File: src/rtl/ifetch_unit.sv
// Instruction fetch sequencer: holds the PC, fetches one word at a time over a
// variable-latency request/response port and computes the next PC on retire.
module ifetch_unit #(
  parameter logic [31:0] RESET_PC    = 32'h0000_0000,
  parameter int unsigned TIMEOUT_CYC = 255
) (
  input  logic        clk,
  input  logic        rstn,
  output logic        im_req,
  output logic [31:0] im_addr,
  input  logic        im_rvalid,
  input  logic [31:0] im_rdata,
  output logic [31:0] instr,
  output logic [5:0]  opcode,
  output logic [5:0]  func,
  output logic [31:0] pc,
  output logic [31:0] pc_plus4,
  output logic        instr_valid,
  input  logic        instr_ready,
  input  logic [1:0]  pc_sel,
  input  logic [1:0]  is_jump,
  input  logic        br_cond,
  input  logic [31:0] jr_target,
  output logic        fetch_err
);

  localparam logic [1:0] S_IDLE = 2'd0;
  localparam logic [1:0] S_WAIT = 2'd1;
  localparam logic [1:0] S_HOLD = 2'd2;
  localparam logic [1:0] S_ERR  = 2'd3;

  localparam logic [7:0] TMO_LAST = 8'(TIMEOUT_CYC - 1);

  logic [1:0]  state_q, state_d;
  logic [31:0] pc_q, pc_d;
  logic [31:0] addr_q, addr_d;
  logic        req_q, req_d;
  logic [31:0] instr_q, instr_d;
  logic        vld_q, vld_d;
  logic        err_q, err_d;
  logic [7:0]  cnt_q, cnt_d;

  logic [31:0]        pc_inc;
  logic signed [31:0] br_off;
  logic [31:0]        next_pc;

  assign pc_inc = pc_q + 32'd4;
  assign br_off = {{14{instr_q[15]}}, instr_q[15:0], 2'b00};

  // Jumps outrank branches; reserved encodings fall through to sequential.
  always_comb begin
    next_pc = pc_inc;
    if (is_jump == 2'b01) begin
      next_pc = {pc_inc[31:28], instr_q[25:0], 2'b00};
    end else if (is_jump == 2'b10) begin
      next_pc = jr_target;
    end else if (pc_sel == 2'b01 && br_cond) begin
      next_pc = pc_inc + $unsigned(br_off);
    end
  end

  always_comb begin
    state_d = state_q;
    pc_d    = pc_q;
    addr_d  = addr_q;
    req_d   = req_q;
    instr_d = instr_q;
    vld_d   = vld_q;
    err_d   = err_q;
    cnt_d   = cnt_q;
    case (state_q)
      S_IDLE: begin
        state_d = S_WAIT;
        req_d   = 1'b1;
        addr_d  = pc_q;
        cnt_d   = 8'd0;
      end
      S_WAIT: begin
        if (im_rvalid) begin
          instr_d = im_rdata;
          req_d   = 1'b0;
          vld_d   = 1'b1;
          state_d = S_HOLD;
        end else if (cnt_q == TMO_LAST) begin
          req_d   = 1'b0;
          err_d   = 1'b1;
          state_d = S_ERR;
        end else begin
          cnt_d = cnt_q + 8'd1;
        end
      end
      S_HOLD: begin
        if (instr_ready) begin
          vld_d = 1'b0;
          if (next_pc[1:0] != 2'b00) begin
            // Misaligned target: keep the faulting PC visible for debug.
            err_d   = 1'b1;
            state_d = S_ERR;
          end else begin
            pc_d    = next_pc;
            addr_d  = next_pc;
            req_d   = 1'b1;
            cnt_d   = 8'd0;
            state_d = S_WAIT;
          end
        end
      end
      S_ERR: begin
        req_d = 1'b0;
        vld_d = 1'b0;
        err_d = 1'b1;
      end
    endcase
  end

  always_ff @(posedge clk or negedge rstn) begin
    if (!rstn) begin
      state_q <= S_IDLE;
      pc_q    <= RESET_PC;
      addr_q  <= RESET_PC;
      req_q   <= 1'b0;
      instr_q <= 32'd0;
      vld_q   <= 1'b0;
      err_q   <= 1'b0;
      cnt_q   <= 8'd0;
    end else begin
      state_q <= state_d;
      pc_q    <= pc_d;
      addr_q  <= addr_d;
      req_q   <= req_d;
      instr_q <= instr_d;
      vld_q   <= vld_d;
      err_q   <= err_d;
      cnt_q   <= cnt_d;
    end
  end

  assign im_req      = req_q;
  assign im_addr     = addr_q;
  assign instr       = instr_q;
  assign opcode      = instr_q[31:26];
  assign func        = instr_q[5:0];
  assign pc          = pc_q;
  assign pc_plus4    = pc_inc;
  assign instr_valid = vld_q;
  assign fetch_err   = err_q;

endmodule

File: config.mk
export PLATFORM = sky130hd
export DESIGN_NAME = ifetch_unit
export DESIGN_NICKNAME = d
export VERILOG_FILES = /design/src/rtl/ifetch_unit.sv
export SDC_FILE = /design/constraint.sdc
export NUM_CORES = 1
export LEC_CHECK = 0
export BUFFER_PORTS_ARGS = -buffer_cell sky130_fd_sc_hd__buf_4
export CAP_MARGIN = 25
export CORE_MARGIN = 4
export CORE_UTILIZATION = 50
export CTS_CLUSTER_DIAMETER = 100
export DETAILED_ROUTE_END_ITERATION = 8
export PLACE_DENSITY = 0.81
export SLEW_MARGIN = 10
export SYNTH_ARGS = -nofsm -noshare
export SYNTH_HDL_FRONTEND = slang
export SYNTH_SLANG_ARGS = --single-unit
File: constraint.sdc
create_clock -name clk -period 4.9 [get_ports clk]
set_input_delay 0.735 -clock clk [delete_from_list [all_inputs] [get_ports clk]]
set_output_delay 0.735 -clock clk [all_outputs]
set_load 0.02 [all_outputs]
==> results by group <==
Status
  • Run status: finished, final reports clean

Die
  • Floorplan Core Area: between 15000 and 20000 sq um
  • Die span in y: ~140 um
  • # rows: 47
  • DIE AREA: 19100 sq um
  • Initial core utilization: just over 50%
  • Boundary pin count: about 220
  • Die Width: ~140 um

STA
  • Total negative setup slack: 0 ps
  • Endpoints failing hold: 0
  • # setup viols final: 0
  • Slew @ Worst Pin: roughly 1100 ps
  • Max Clock Skew: about 9.2 ps
  • Fin. max-slew vios: 0
  • Max-slew headroom: between 20% and 30%
  • Post-route minimum period: 4440 ps
  • Fmax: 225 MHz
  • RSZ-0062 raised after global routing: false
  • Final period util: 90.6%

Global routing
  • First-pass GRT wire length: around 46 mm
  • Initial antenna violation count: 0
  • Vias in the first global route: between 8k and 9k
  • Pin count of the biggest net entering global routing: 74
  • All-Layer GR Usage: ~30%
  • Global route overflow: 0

Clocking
  • Post-cts sizing count: 0
  • CTS root buffer: clkbuf_16
  • Clock Latency Late Sink: 360 ps
  • # hold bufs at CTS: 0
  • Bufs on Longest Clock Path: 2
  • Post CTS Setup Buffer Count: 0
  • CTS Buf Count: 9
  • H-tree lvl count: 3
  • CTS tree: done
  • Clk slew on worst S/H paths: 80 ps
  • Clock net sink count: 109

Worst setup path
  • Largest fanout on the critical path: 8
  • Crit path DAT: about 4700 ps
  • R2r startpoint: pc[4]$_DFFE_PN0P_
  • Worst R2R End: im_addr[26]$_DFFE_PN0P_
  • Crit path max-delay family: simple AND/OR/NAND/NOR gates
  • Setup crit end kind: flop
  • CP Class: reg -> reg
  • WP buf/inv: 0
  • Highest-delay cell along the critical path: xor2_1
  • R2r setup slk: between 400 and 500 ps
  • Reg2reg path depth: 13
  • CP required: 5200 ps
  • Worst path cell trace: nand3_2 -> or3_1 -> or3_1 -> nor2_1 -> xor2_1 -> ha_1 -> and3_1 -> a211o_1 -> a21oi_1 -> mux2i_1 -> nand4_1 -> a31oi_1 -> a211o_1
  • Startpoint Class: flop
  • Crit path largest cell delay: around 550 ps

Place
  • Port Buffers: 215
  • Post-DP HPWL: 22.4 mm
  • Post-DP Area: 10100 sq um
  • GPL Wtd Cong: 0.976

Layout
  • Nets: roughly 1.3k
  • Commonest cells after routing, fill and taps aside: buf_4, nand2_1, dfrtp_1
  • Diodes inserted: 0
  • Fill count: ~1.4k
  • Area Growth Syn to Fin: 23.1%
  • Post-route cell area: 10500 sq um
  • Most common cell after layout, fill and taps aside: buf_4
  • Layout cells sized above 1: 25.9%

Route
  • Number of remaining DRC errors: 0
  • Post-route ant nets: 0
  • DR iter-0 viols: slightly above 900
  • Via count: 8803
  • Routed WL: a little under 30 mm
  • WL/cell: 20.9 um
  • Drt pass-1 iters: 6
  • Via density: 6.23

Pwr
  • Pwr Total: ~8.0 mW
  • Worst vdd ir: 0.000592 V
  • Leakage: a little under 5 nW
  • PwrDens: 762 nW/um^2

Synthesis
  • Synth unique cells: 76
  • EDFF count, synth: 0
  • YS warnings: 0
  • FF+latch count, synth: between 100 and 150
  • Syn avg cell area: 8.36 sq um
  • Post-Synthesis Cells: roughly 1k
  • Syn_nets: approximately 1.1k
  • Ys async rst share: 100%
  • Synth Cell Area: 8500 sq um
  • Top_reg_cell synth: dfrtp_1
  • Post-synthesis sequential area ratio: about a third

Flow run
  • Number of max-cap violations: 0

Min path
  • Min-delay worst type: in -> async
logic make-up after synthesis:
family	Yosys count	synth area share, %
buf+inv	101	5.87
flops	109	32.1
compound gates	299	22.7
fa+ha+maj	44	6.57
simple gates	361	20.7
mux	58	7.39
xor+xnor	45	4.64
where the power goes:
group	total, mW	switching [mW]	internal (mW)
logic	5.38	3.19	2.19
registers	1.81	0.531	1.28
clock network	0.784	0.378	0.406
total	7.98	4.10	3.88
sequential cells by signal (all words and copies together) (netlist names):
signal and count:
im_addr 32, instr 32, pc 32, cnt_q 8, state_q 2, fetch_err 1
im_req 1, instr_valid 1
Yosys cell counts, types with 17 or more instances:
cell / count / area share, %
mux2_2: 38 / 5.0
a31oi_1: 21 / 1.5
nand4_1: 17 / 1.3
a21oi_1: 69 / 4.1
nor2_1: 81 / 3.6
a21o_1: 20 / 1.8
nor3_1: 23 / 1.4
xnor2_1: 29 / 3.0
ha_1: 43 / 6.3
mux2i_1: 20 / 2.4
clkbuf_1: 36 / 1.6
o21ai_0: 83 / 4.9
inv_1: 27 / 1.2
nand3_1: 41 / 2.4
dfrtp_1: 109 / 32
nand2_1: 113 / 5.0
per-stage QoR:
stage          utilization, %  hold slack (ps)  cells  setup slack, ps
2_1_floorplan               -              439   1017              680
3_3_place_gp             60.9              465   1397              635
3_5_place_dp             60.9              471   1397              582
4_1_cts                  62.7              491   1413              548
5_1_grt                  62.9              310   1414              165
6_report                 62.9              293   1414              460
layer usage:
layer / GRT usage [%] / up-vias / part of all wire, %
li1: - / 4041 / -
met1: 37.1 / 4137 / 38
met2: 48.2 / 536 / 47
met3: 7.49 / 89 / 10
met4: 13.6 / 0 / 4.8
met5: 0 / - / 0
final cells by class:
cell class,instances,area (sq um),share of cell area [%]
clock inverter,7,81.3,0.777
multi-input combinational,807,5270,50.4
inverter,28,105,1.00
timing repair buffer,234,1780,17.0
tap,220,275,2.63
clock buffer,9,225,2.15
sequential,109,2730,26.1
worst max-delay path by stage:
stage / from / cells after the start / endpoint / slack, ps
after floorplan: pc[2]$_DFFE_PN0P_ / 15 / im_addr[27]$_DFFE_PN0P_ / 680
after detailed placement: pc[4]$_DFFE_PN0P_ / 13 / im_addr[26]$_DFFE_PN0P_ / 580
after CTS: pc[4]$_DFFE_PN0P_ / 13 / im_addr[26]$_DFFE_PN0P_ / 550
after global routing: pc[2]$_DFFE_PN0P_ / 16 / im_addr[31]$_DFFE_PN0P_ / 170
final: pc[4]$_DFFE_PN0P_ / 13 / im_addr[26]$_DFFE_PN0P_ / 460
after global placement: pc[7]$_DFFE_PN0P_ / 13 / im_addr[30]$_DFFE_PN0P_ / 640
(Power assumes the default switching activity.)
